### config.mk
export PLATFORM = sky130hd
export DESIGN_NAME = mem_rw_sched
export DESIGN_NICKNAME = d
export VERILOG_FILES = /design/src/rtl/mem_rw_sched.sv
export SDC_FILE = /design/constraint.sdc
export NUM_CORES = 1
export LEC_CHECK = 0
export CAP_MARGIN = 25
export CELL_PAD_IN_SITES_DETAIL_PLACEMENT = 1
export CELL_PAD_IN_SITES_GLOBAL_PLACEMENT = 1
export CORE_MARGIN = 2
export CORE_UTILIZATION = 28
export DETAILED_ROUTE_END_ITERATION = 8
export GPL_TIMING_DRIVEN = 0
export PLACE_DENSITY_LB_ADDON = 0.1
export RECOVER_POWER = 25
export SYNTH_ARGS = -nofsm -noshare
export SYNTH_HDL_FRONTEND = slang
export SYNTH_SLANG_ARGS = --single-unit
### constraint.sdc
create_clock -name clk -period 3 [get_ports clk]
set_clock_uncertainty 0.2 [all_clocks]
set_input_delay 0.6 -clock clk [delete_from_list [all_inputs] [get_ports clk]]
set_output_delay 0.6 -clock clk [all_outputs]
set_load 0.01 [all_outputs]
### src/rtl/mem_rw_sched.sv
// mem_rw_sched: two-port (loader write / compute read) round-robin scheduler for the shared five-bank memory bus
// Optional feature macro: MEM_SCHED_STATS_EN adds stat_clr input and saturating stat_wr/stat_rd/stat_err counters.
module mem_rw_sched #(
  parameter int X_DEPTH  = 128,
  parameter int WL_DEPTH = 131072,
  parameter int W4_DEPTH = 1280,
  parameter int AW       = 17,
  parameter int DW       = 8
) (
  input  logic            clk,
  input  logic            rst,
  input  logic            ld_req,
  input  logic [2:0]      ld_sel,
  input  logic [AW-1:0]   ld_addr,
  input  logic [DW-1:0]   ld_data,
  output logic            ld_gnt,
  output logic            ld_err,
  input  logic            rd_req,
  input  logic [2:0]      rd_sel,
  input  logic [AW-1:0]   rd_addr,
  output logic            rd_gnt,
  output logic            rd_err,
  output logic            rd_valid,
  output logic [DW-1:0]   rd_data,
  output logic [4:0]      read_rq,
  output logic [4:0]      write_rq,
  output logic [AW-1:0]   rw_address,
  output logic [DW-1:0]   write_data,
  input  logic [5*DW-1:0] mem_rdata
`ifdef MEM_SCHED_STATS_EN
  ,
  input  logic            stat_clr,
  output logic [31:0]     stat_wr,
  output logic [31:0]     stat_rd,
  output logic [15:0]     stat_err
`endif
);

  // true when the bank select is invalid or the address lies beyond the selected bank
  function automatic logic f_bad(input logic [2:0] sel, input logic [AW-1:0] addr);
    logic [31:0] a;
    a = 32'(addr);
    return sel > 3'd4 ? 1'b1 :
           sel == 3'd0 ? a >= 32'(X_DEPTH) :
           sel == 3'd4 ? a >= 32'(W4_DEPTH) : a >= 32'(WL_DEPTH);
  endfunction

  logic            r_last_ld;
  logic            w_ld_elig, w_rd_elig, w_pick_ld, w_pick_rd;
  logic            w_ld_ok, w_rd_ok, w_ld_bad, w_rd_bad;
  logic [4:0]      w_ld_oh, w_rd_oh;
  logic [DW-1:0]   w_rd_bank;

  // arbitration: a port whose gnt is high this cycle sits out, ties go to the port not granted last
  always_comb begin
    w_ld_elig = ld_req & ~ld_gnt;
    w_rd_elig = rd_req & ~rd_gnt;
    w_pick_ld = w_ld_elig & (~w_rd_elig | ~r_last_ld);
    w_pick_rd = w_rd_elig & ~w_pick_ld;
    w_ld_bad  = f_bad(ld_sel, ld_addr);
    w_rd_bad  = f_bad(rd_sel, rd_addr);
    w_ld_ok   = w_pick_ld & ~w_ld_bad;
    w_rd_ok   = w_pick_rd & ~w_rd_bad;
    w_ld_oh   = 5'b1 << ld_sel;
    w_rd_oh   = 5'b1 << rd_sel;
  end

  // read data mux keyed by the live read strobe, so a rejected read returns zero
  always_comb begin
    w_rd_bank = '0;
    for (int i = 0; i < 5; i++)
      w_rd_bank = w_rd_bank | (read_rq[i] ? mem_rdata[i*DW +: DW] : '0);
  end

  // bus cycle registers: grants, strobes, shared address/data and read return
  always_ff @(posedge clk or negedge rst) begin
    if (!rst) begin
      r_last_ld  <= 1'b0;
      ld_gnt     <= 1'b0;
      ld_err     <= 1'b0;
      rd_gnt     <= 1'b0;
      rd_err     <= 1'b0;
      rd_valid   <= 1'b0;
      rd_data    <= '0;
      read_rq    <= '0;
      write_rq   <= '0;
      rw_address <= '0;
      write_data <= '0;
    end else begin
      ld_gnt   <= w_pick_ld;
      ld_err   <= w_pick_ld & w_ld_bad;
      rd_gnt   <= w_pick_rd;
      rd_err   <= w_pick_rd & w_rd_bad;
      write_rq <= w_ld_ok ? w_ld_oh : '0;
      read_rq  <= w_rd_ok ? w_rd_oh : '0;
      rd_valid <= rd_gnt;
      if (w_pick_ld | w_pick_rd) r_last_ld <= w_pick_ld;
      if (w_ld_ok | w_rd_ok) rw_address <= w_ld_ok ? ld_addr : rd_addr;
      if (w_ld_ok) write_data <= ld_data;
      if (rd_gnt) rd_data <= w_rd_bank;
    end
  end

`ifdef MEM_SCHED_STATS_EN
  // saturating access counters, sampled from the bus cycle outputs
  always_ff @(posedge clk or negedge rst) begin
    if (!rst) begin
      stat_wr  <= '0;
      stat_rd  <= '0;
      stat_err <= '0;
    end else if (stat_clr) begin
      stat_wr  <= '0;
      stat_rd  <= '0;
      stat_err <= '0;
    end else begin
      if (|write_rq && ~&stat_wr) stat_wr <= stat_wr + 32'd1;
      if (|read_rq && ~&stat_rd) stat_rd <= stat_rd + 32'd1;
      if (((ld_gnt & ld_err) | (rd_gnt & rd_err)) && ~&stat_err) stat_err <= stat_err + 16'd1;
    end
  end
`endif

endmodule

======== Yosys cells after proc, flatten, opt, wreduce, memory -nomap -nowiden ========
Index checks and enable logic that the tools add are counted.
cells by class
  magnitude comparators ................... 6
  reductions and logical operators ........ 2
  shift-type cells ........................ 2
  equality and inequality tests ........... 2
  bitwise operators ....................... 22
  multipliers ............................. 0
  div/mod/pow operators ................... 0
  multiplexer cells ....................... 14
  add/subtract/negate cells ............... 0
operators with widths
  kind                    count
  $mux W8                 5
  $ge A17 B11 Y1 const B  2
  $ge A17 B8 Y1 const B   2
  $or A8 B8 Y8            4
  $mux W17                1
  $mux W5                 2
  $shl A1 B3 Y5 const A   2
  $and A1 B1 Y1           8
  $not A1 Y1              7
  $eq A3 B3 Y1 const B    2
  $gt A3 B3 Y1 const B    2
  $logic_not A3 Y1        2
  $mux W1                 6
  $or A1 B1 Y1            3
word-level totals
  memory bits (read-only) ................. 0
  RAM bits ................................ 0
  output and inout port bits .............. 48
  latch bits .............................. 0
  flip-flop bits (word level) ............. 49
  input port bits ......................... 92
  memories ................................ 0

======== Depth between registers and ports, before layout ========
Gate-level depths: netlist (run 1).
  word-level depth ........................ 9
  gate-level depth with buffers ........... 7
  depth with buffers taken out ............ 5

======== Worst setup path after synthesis (run 1) ========
OpenSTA, ideal clock, no wires.
  path type ............................... input -> register
  start ................................... input port rd_addr[15]
  end ..................................... register rw_address[10]
  path buffers ............................ 1
  setup time .............................. 0.125 ns
  slack ................................... 0.393 ns
  data arrival time ....................... 2.282 ns
  stages on the path ...................... 6
  cells stage by stage .................... or4_4 -> nor4b_4 -> a21oi_2 -> buf_6 -> mux2_4 -> mux2_4
between the ends
  cells in the longest elaborated chain, start to end .. 7
  elaborated cells on any way between the ends .. 8
RTL lines
  what                    line  text
  start: declaration      20    input logic [AW-1:0] rd_addr,
  $ge A17 B11 Y1          45    sel == 3'd4 ? a >= 32'(W4_DEPTH) : a >= 32'(WL_DEPTH);
  $mux W1                 45
  $mux W1 *               44    sel == 3'd0 ? a >= 32'(X_DEPTH) :
  $mux W1 *               43    return sel > 3'd4 ? 1'b1 :
  $not A1 Y1 *            63    w_rd_ok = w_pick_rd & ~w_rd_bad;
  $and A1 B1 Y1 *         63
  $or A1 B1 Y1 *          98    if (w_ld_ok | w_rd_ok) rw_address <= w_ld_ok ? ld_addr : rd_addr;
  end signal: assignment  98
  end: declaration        27    output logic [AW-1:0] rw_address,
Mark *: on every way between the ends. The rest lies on a longest branch, timed or not.
A chain may end at the register's enable or synchronous reset.

======== Worst setup path in the final report (run 1) ========
  start ................................... input port rd_sel[0]
  end ..................................... register rw_address[14]
between the ends
  cells in the longest elaborated chain, start to end .. 7
  elaborated cells on any way between the ends .. 9
RTL lines
  what                line  text
  start: declaration  19    input logic [2:0] rd_sel,
  $eq A3 B3 Y1        45
  $mux W1             45
  $mux W1             44
  $mux W1 *           43
  $not A1 Y1 *        63
  $and A1 B1 Y1 *     63
  $or A1 B1 Y1 *      98
Marked as above.

==> results of run 1 <==
-- synth_stat cells (2+ instances only) --
cell,count
o21ai_0,3
nor4b_1,5
and4b_1,2
clkbuf_1,8
a31oi_1,8
dfrtp_1,49
nor4_1,7
mux2_2,26
a22oi_1,8
nand2b_1,2
a21o_1,2
a222oi_1,8
inv_1,2
nor2_1,14
mux2_4,16
nor2b_1,2
-- logic make-up (layout without fill, tap and decap cells) --
logic type             after synthesis  count (layout)  share of synthesized area
buffers and inverters               13             162                     0.0248
muxes                               42              42                      0.230
DFF                                 49              49                      0.529
AOI/OAI and AO/OA                   33              33                      0.107
and+or+nand+nor                     39              39                      0.109
-- worst max-delay path, delay by kind of cell --
family	cells	cell delay (ns)
muxes	2	0.55
buffers and inverters	2	0.71
AOI/OAI and AO/OA	1	0.10
and+or+nand+nor	2	0.90
-- area by class of cell --
type                            count  share of cell area
Buffer                             11              0.0126
Clock buffer                        7              0.0217
Clock inverter                      1             0.00756
Inverter                            2             0.00189
Multi-Input combinational cell    114               0.264
Sequential cell                    49               0.309
Tap cell                          105              0.0331
Timing Repair Buffer              141               0.351
-- timing repair --
action,CTS,global route
hold buffers,0,0
pin swaps,0,1
gates resized for setup,2,0
endpoints found under the setup margin,17,8
setup buffers,0,2
hold endpoints to repair,0,0
-- through the flow --
step	setup WS [ns]	std cells	area, um2	total power [mW]
floorplan	0.393	176	2320	1.37
global placement	-0.421	419	3830	1.93
detailed placement	-0.546	420	3850	1.95
CTS	0.0352	428	3980	2.47
global route	0.0231	430	3970	2.57
finish	0.114	430	3970	2.42
-- how the worst max path moves through the flow --
stage,to,slack (ns)
after floorplan,rw_address[10],0.39
after global placement,write_data[7],-0.42
after detailed placement,rw_address[14],-0.55
after CTS,rw_address[14],0.04
after global routing,rw_address[1],0.02
final,rw_address[14],0.11
-- per-layer routing --
| metal | share of wire | GRT usage |
|---|---|---|
| met5 | 0 | 0 |
| met4 | 0.015 | 0.0423 |
| met3 | 0.071 | 0.0567 |
| met2 | 0.52 | 0.293 |
| met1 | 0.39 | 0.192 |
-- layout by cell type, fill, tap and decap left out, types with 2 or more instances in the layout --
cell type          n
clkbuf_1          10
clkbuf_8           6
inv_1              2
nor2b_1            2
and4b_1            2
nor2_1            14
a22oi_1            8
clkdlybuf4s50_1  137
a21o_1             2
buf_4              2
mux2_2            26
o21ai_0            3
nor4_1             7
a31oi_1            8
mux2_4            16
nor4b_1            5
a222oi_1           8
dfrtp_1           49
nand2b_1           2
-- registers in the layout (all words and copies together) (netlist names) --
signal,count
rw_address,17
rd_data,8
write_data,8
read_rq,5
write_rq,5
ld_err,1
ld_gnt,1
r_last_ld,1
rd_err,1
rd_gnt,1
rd_valid,1
-- power groups by stage --
stage	Combinational (mW)	Clock, mW	Sequential [mW]
4_1_cts	1.01	0.514	0.937
5_1_grt	1.07	0.544	0.959
6_report	0.997	0.491	0.935
2_1_floorplan	0.347	0	1.03
3_3_place_gp	0.995	0	0.937
3_5_place_dp	1.01	0	0.947
==> metrics.txt, run 1 <==
row cnt=33; Seq pwr share=0.386; total track usage=0.166; WHS=0.199 ns; CP max-delay cell=or4_4; largest net degree at the start of global routing=28; Distinct cells, synth=30; DRC=0; starting density of the core=0.285; Mean Syn Cell Area=~13 um2; post-synth top area share=0.529; unrepaired setup endpoints after global routing=no; worst vdd ir=0.000306 V; synthesized instance count=between 150 and 200; fin. max-slew vios=0; Worst Path Class, Setup=in -> reg; CORE AREA=about 0.0081 mm2; number of synthesized flops with an enable pin=0; HPWL Detailed=about 5900 um; Worst-path clk slew=roughly 0.09 ns; CP required=just under 3 ns; Num CTS Buffers=5; final hold vios=0; minimum clock period=between 2 and 3 ns; clk sinks=49; P_sw=approximately 0.66 mW; Die Ht=95.0 um; total grt overflow=0; post-synthesis sequential area ratio=0.529; total of max-cap violations=0; first-pass GRT wire length=approximately 11000 um; area occupied by registers=0.00123 mm2; vias in the first global route=between 2000 and 2500; clock root buffer=clkbuf_8; Post-synth top flop=dfrtp_1; footprint of the multi-input gates=between 0.001 and 0.0015 mm2; per-cell routed wire length=roughly 17 um; Critical Path Source Type=primary input; Int Pwr=between 1.5 and 2 mW; Post-Syn Area=between 0.002 and 0.0025 mm2; Core Util, Final=0.489; DIE WIDTH=approximately 95 um; drt first pass iters=4; cell taking the most area after synthesis=dfrtp_1; Slowest Stage Delay on Critical Path=0.58 ns; worst r2r dst=rw_address[4]; Setup crit end kind=register; Post-synth ARST share=1.00; Pleak=approximately 1.6 nW; CP startpoint=rd_sel[0]; R2R depth=7; # setup viols final=0; DRT antenna net count=0; WHS Endpoint=rd_valid; CTS tree=done; synthesized flop and latch total=a little under 50; critical path arrival=between 2 and 3 ns; nets=416; R2R Setup Slk=approximately 0.44 ns; Switching Fraction=0.272; Post-Route Setup TNS=0 ns; ANT cells=0; crit path cell chain=clkdlybuf4s50_1, or4_4, nor4b_4, a21oi_4, buf_6, mux2_4, mux2_4; Area Overhead vs Synth=71.4%; Vias/cell=~4.8; Synth warnings=0; via count=a little over 2000; number of fill cells=886; drt total wl=~7300 um; hold depth=0; worst min path class=reg -> reg; initial drt markers=50; clock power share=0.203; I/O pin total=140; port bufs=roughly 140; CP most frequent cell=mux2_4; Worst Path Max Fanout=10; status=complete, no violations; Slew @ Worst Pin=1.26 ns; syn nets=roughly 270; Synth area leaders=dfrtp_1 (53%), mux2_2 (13%), mux2_4 (10%); GPL Wtd Cong=roughly 0.8; RR Startpoint=rd_gnt; Comb power frac=0.412; Die ar.=between 0.009 and 0.01 mm2; clk buf depth=2; H-tree Lvls=2; Worst slew margin=0.161; fraction of layout cells with a size suffix above 1=0.178; clk_lat worst skew=about 0.3 ns; Final period util=0.962; PD cells=610 mW/mm2; initial antenna violation count=0; fmax=0.347 GHz; Hold Path Origin=rd_gnt
Power figures use the tool's default switching activity.
==> inputs of run 2 (changes only) <==
--- a/config.mk
+++ b/config.mk
@@ -11,7 +11,6 @@
 export CORE_MARGIN = 2
 export CORE_UTILIZATION = 28
 export DETAILED_ROUTE_END_ITERATION = 8
-export GPL_TIMING_DRIVEN = 0
 export PLACE_DENSITY_LB_ADDON = 0.1
 export RECOVER_POWER = 25
 export SYNTH_ARGS = -nofsm -noshare
==> metrics.txt, run 2 (synthesized netlist as in run 1, its figures left out) <==
Regs by FF count=rw_address: 17 flops, rd_data: 8 flops, write_data: 8 flops; clk sinks=49; Critical Path Source Type=primary input; Worst path top cell family by delay=simple AND/OR/NAND/NOR gates; drt total wl=around 7200 um; CP most frequent cell=mux2_2; Slowest Stage Delay on Critical Path=approximately 0.56 ns; Largest register FFs=17; total power draw=between 2 and 2.5 mW; number of fill cells=872; initial drt markers=101; initial antenna violation count=0; DRC=0; HPWL Detailed=5740 um; CTS resizes=0; Comb power frac=0.432; per-cell routed wire length=around 17 um; vias in the first global route=approximately 2200; CORE AREA=around 0.0081 mm2; WP buf/inv=2; final hold vios=0; via count=2058; worst min path class=reg -> reg; drt first pass iters=6; R2R Setup Slk=slightly above 0.8 ns; GPL Wtd Cong=approximately 0.74; Worst Path Max Fanout=8; minimum clock period=approximately 2.7 ns; Inst Count DP=roughly 420; postcts setup bufs=0; Worst slew margin=0.0794; starting density of the core=0.285; fmax=between 0.3 and 0.4 GHz; worst vdd ir=roughly 0.0003 V; clock power share=0.161; RR Startpoint=r_last_ld; Switching Fraction=0.279; Most flops, register=rw_address; Final period util=0.906; DRT antenna net count=0; CP max-delay cell=or4_4; Int Pwr=between 1.5 and 2 mW; I/O pin total=140; row cnt=33; Hold Path Origin=write_data[6]; # setup viols final=0; Area Overhead vs Synth=70.9%; status=complete, no violations; Slew @ Worst Pin=about 1.4 ns; clock root buffer=clkbuf_8; Setup crit end kind=register; fraction of layout cells with a size suffix above 1=0.186; WHS Endpoint=write_data[6]; total grt overflow=0; count of hold-fix buffers inserted at cts=0; hold depth=1; worst r2r dst=rw_address[3]; Die ar.=between 0.009 and 0.01 mm2; P_sw=between 0.6 and 0.7 mW; critical path arrival=around 2.7 ns; nets=between 400 and 500; CP required=around 3.0 ns; fin. max-slew vios=0; most common cell after layout, fill and taps aside=clkdlybuf4s50_1; ANT cells=0; R2R depth=7; H-tree Lvls=2; PD cells=585 mW/mm2; Num CTS Buffers=5; crit path cell chain=clkdlybuf4s50_1, or4_4, nor4b_4, a21oi_2, buf_4, mux2_2, mux2_2; port bufs=139; total track usage=0.164; Die Ht=between 90 and 100 um; total of max-cap violations=0; DIE WIDTH=95.0 um; Vias/cell=~4.8; Pleak=about 1.6 nW; Worst Path Class, Setup=in -> reg; Final Non-Filler Cells=roughly 430; Worst-path clk slew=approximately 0.090 ns; clk buf depth=2; Seq pwr share=0.407; largest net degree at the start of global routing=27; CTS tree=done; unrepaired setup endpoints after global routing=no; most frequent cells in the layout=clkdlybuf4s50_1 (138), dfrtp_1 (49), mux2_2 (26); clk_lat worst skew=0.29 ns; first-pass GRT wire length=approximately 11000 um
run 2: changes by cell type in the layout (fill, tap and decap cells not counted), sizes merged:
cell,previous run,this run
clkdlybuf4s50,137,138
clkbuf,17,10
buf,5,9
bufinv,1,0
run 2: worst max path at each step:
stage	from	to	slack, ns	depth (start not counted)
after floorplan	rd_addr[15]	rw_address[10]	0.39	6
after global placement	rd_addr[15]	rw_address[0]	-0.01	7
after detailed placement	rd_addr[15]	rw_address[5]	-0.04	7
after CTS	rd_addr[15]	rw_address[3]	0.28	7
after global routing	rd_addr[15]	read_rq[4]	0.23	7
final	rd_addr[15]	rw_address[3]	0.28	7
run 2: routing by layer:
metal,vias up,GRT usage,wire (um)
li1,964,-,-
met1,1013,0.203,2850
met3,10,0.0591,524
met2,71,0.274,3730
met4,0,0.0386,112
met5,-,0,0
run 2: power groups by stage:
stage               clock [mW]  sequential, mW  combinational (mW)
detailed placement           0           0.956                1.01
finish                   0.374           0.942                1.00
global placement             0           0.952               0.999
floorplan                    0            1.03               0.347
CTS                      0.396           0.946                1.02
global route             0.427           0.970                1.08
run 2: metrics by stage:
step | hold WS, ns | utilization | TNS (ns) | cell area (um2) | setup slack (ns)
2_1_floorplan | 0.104 | - | 0 | 2320 | 0.393
3_3_place_gp | 0.289 | 0.479 | -0.0670 | 3900 | -0.0122
3_5_place_dp | 0.294 | 0.479 | -0.438 | 3900 | -0.0369
4_1_cts | 0.127 | 0.489 | 0 | 3980 | 0.285
5_1_grt | 0.339 | 0.487 | 0 | 3960 | 0.228
6_report | 0.309 | 0.487 | 0 | 3960 | 0.282
run 2: cell type report:
| type | count | area, um2 | area share |
|---|---|---|---|
| clock buffers | 8 | 80.1 | 0.0202 |
| inverters | 2 | 7.51 | 0.00189 |
| multi-input cells | 114 | 1030 | 0.261 |
| flip-flops and latches | 49 | 1230 | 0.309 |
| well taps | 105 | 131 | 0.0332 |
| repair buffers | 149 | 1480 | 0.374 |
run 2: worst reg2reg max path, delay by kind of cell (launching register included):
kind / cells / cell delay (ns)
AO/OA/AOI/OAI: 1 / 0.21
buffers and inverters: 2 / 0.38
flip-flops: 1 / 0.42
multiplexers: 2 / 0.60
AND/OR/NAND/NOR: 2 / 0.27
==> inputs of run 3 (changes only) <==
--- a/config.mk
+++ b/config.mk
@@ -5,14 +5,16 @@
 export SDC_FILE = /design/constraint.sdc
 export NUM_CORES = 1
 export LEC_CHECK = 0
+export ABC_AREA = 1
 export CAP_MARGIN = 25
 export CELL_PAD_IN_SITES_DETAIL_PLACEMENT = 1
 export CELL_PAD_IN_SITES_GLOBAL_PLACEMENT = 1
 export CORE_MARGIN = 2
-export CORE_UTILIZATION = 28
+export CORE_UTILIZATION = 27
 export DETAILED_ROUTE_END_ITERATION = 8
 export PLACE_DENSITY_LB_ADDON = 0.1
 export RECOVER_POWER = 25
+export REMOVE_ABC_BUFFERS = 1
 export SYNTH_ARGS = -nofsm -noshare
 export SYNTH_HDL_FRONTEND = slang
 export SYNTH_SLANG_ARGS = --single-unit
==> metrics.txt, run 3 <==
Setup crit end kind=output port; via count=about 2600; Crit path depth=1; Pleak=slightly below 2 nW; Slew @ Worst Pin=around 1.1 ns; # setup viols final=0; Vias/cell=around 4.4; Largest register FFs=17; largest net degree at the start of global routing=46; CP max-delay cell=dfrtp_1; R2R depth=9; main combinational cell family by area after synthesis=simple AND/OR/NAND/NOR gates; H-tree Lvls=2; CP required=between 2 and 2.5 ns; post-synth top area share=0.465; row cnt=36; minimum clock period=around 2.4 ns; DRC=0; Worst Path Class, Setup=reg -> out; vias in the first global route=about 2700; WHS=0.245 ns; Mean Syn Cell Area=8.17 um2; Synth warnings=0; Synth area leaders=dfrtp_1 (46%), nand2_1 (14%), nand3_1 (6.4%); Worst path top cell family by delay=flip-flops; pre-CTS WS=between 0.4 and 0.5 ns; critical path arrival=approximately 1.6 ns; per-cell routed wire length=approximately 14 um; I/O pin total=140; PnR worst setup slack=a little under 0.6 ns; CTS tree=done; simple-gate portion of the synthesized area=0.364; post-synthesis sequential area ratio=0.465; DRT antenna net count=0; clock root buffer=clkbuf_8; total track usage=0.167; worst min path class=in -> async; Post-synth top flop=dfrtp_1; Worst-path clk slew=roughly 0.090 ns; Die ar.=about 0.011 mm2; cell taking the most area after synthesis=dfrtp_1; Most flops, register=rw_address; DIE WIDTH=103 um; fmax=0.416 GHz; Post-synth ARST share=1.00; clk buf depth=2; nets=about 550; Post-Route Setup TNS=0 ns; drt total wl=~8500 um; multiplexer area fraction after synthesis=0; compound-gate portion of the synthesized area=0.0645; Inst Count DP=between 500 and 600; synthesized instance count=323; HPWL Detailed=between 6000 and 7000 um; unrepaired setup endpoints after global routing=no; CORE AREA=0.00964 mm2; total power draw=around 2.0 mW; area post-placement=0.00409 mm2; Worst slew margin=0.299; worst vdd ir=0.000167 V; GPL Wtd Cong=between 0.7 and 0.8; Num CTS Buffers=5; initial antenna violation count=0; initial drt markers=60; CTS resizes=0; first-pass GRT wire length=roughly 14000 um; Worst Path Max Fanout=11; R2R Setup Slk=between 0.9 and 1 ns; post-synthesis xor/xnor area fraction=0; Die Ht=about 100 um; worst r2r dst=rw_address[3]; drt first pass iters=4; Slowest Stage Delay on Critical Path=~0.66 ns; Final period util=0.802; WP buf/inv=1; synthesized flop and latch total=49; fin. max-slew vios=0; most common cell after layout, fill and taps aside=clkdlybuf4s50_1; postcts setup bufs=0; Design Area, Final=around 0.0042 mm2; number of synthesized flops with an enable pin=0; port bufs=139; Final Non-Filler Cells=590; final hold vios=0; most frequent cells in the layout=clkdlybuf4s50_1 (138), nand2_1 (98), dfrtp_1 (49); clk_lat worst skew=approximately 0.3 ns; Critical Path Source Type=register; Regs by FF count=rw_address: 17 flops, rd_data: 8 flops, write_data: 8 flops; Area Overhead vs Synth=57.7%; PD cells=slightly below 500 mW/mm2; count of hold-fix buffers inserted at cts=0; starting density of the core=0.274; top-count cell post-synth=nand2_1; total of max-cap violations=0; total grt overflow=0; crit path cell chain=clkdlybuf4s50_1; clk sinks=49; ANT cells=0; Core Util, Final=0.432; Post-Syn Area=between 0.002 and 0.003 mm2; RR Startpoint=rd_gnt; fraction of layout cells with a size suffix above 1=0.0700; Distinct cells, synth=27; Post-Synth Adder-Cell Area=0; commonest cells in the netlist=nand2_1 (98), dfrtp_1 (49), inv_1 (34), nand3_1 (34), nor2_1 (22); status=complete, no violations
-- run 3: cell types whose count changed in the layout (fill, tap and decap cells not counted), moves of 8 or more --
| cell | delta |
|---|---|
| mux2_4 | -16 |
| nand3_2 | +12 |
| a21oi_1 | +16 |
| mux2_2 | -26 |
| nor2_1 | +8 |
| nand2_1 | +97 |
| nand3b_1 | +13 |
| inv_1 | +32 |
| a221oi_1 | +8 |
| a31oi_1 | -8 |
| a222oi_1 | -8 |
| a22oi_1 | -8 |
| nand3_1 | +33 |
-- run 3: cell type report --
class                   instances  area, um2
fillers                      1201       5480
repair buffers                143       1410
inverters                      38        148
clock buffers                   6       72.6
clock inverters                 2       10.0
multi-input cells             219       1130
flip-flops and latches         49       1230
well taps                     133        166
-- run 3: how the worst max path moves through the flow --
stage | from | to | slack, ns
5_1_grt | rst | rw_address[2] | 0.45
4_1_cts | rd_gnt | rd_gnt | 0.56
6_report | rd_gnt | rd_gnt | 0.59
3_5_place_dp | ld_sel[0] | write_rq[3] | 0.42
3_3_place_gp | ld_sel[0] | write_rq[3] | 0.42
2_1_floorplan | rd_gnt | rw_address[0] | 1.12
-- run 3: kinds of logic (layout without fill, tap and decap cells) --
family,count (synthesis),after routing
simple gates,191,191
flops,49,49
compound gates,28,28
buf+inv,55,189
-- run 3: worst register-to-register path: stages, from the launching register on --
cell and delay (ns):
dfrtp_1 0.66, inv_6 0.10, nand3_2 0.09, nand3_2 0.07, inv_2 0.18, nor2_4 0.06
nand2_4 0.24, nand2_8 0.18, nand3_1 0.13, nand2_1 0.05
-- run 3: metal layers --
layer | track usage | up-vias | wire [um]
li1 | - | 1291 | -
met5 | 0 | - | 0
met4 | 0.0395 | 0 | 70
met2 | 0.271 | 73 | 4020
met1 | 0.230 | 1239 | 4020
met3 | 0.0319 | 7 | 391
-- run 3: report_power, final --
group | internal (mW) | switching (mW) | leakage [nW]
Clock | 0.162 | 0.225 | 0.0450
Combinational | 0.435 | 0.329 | 1.30
Sequential | 0.800 | 0.0875 | 0.621
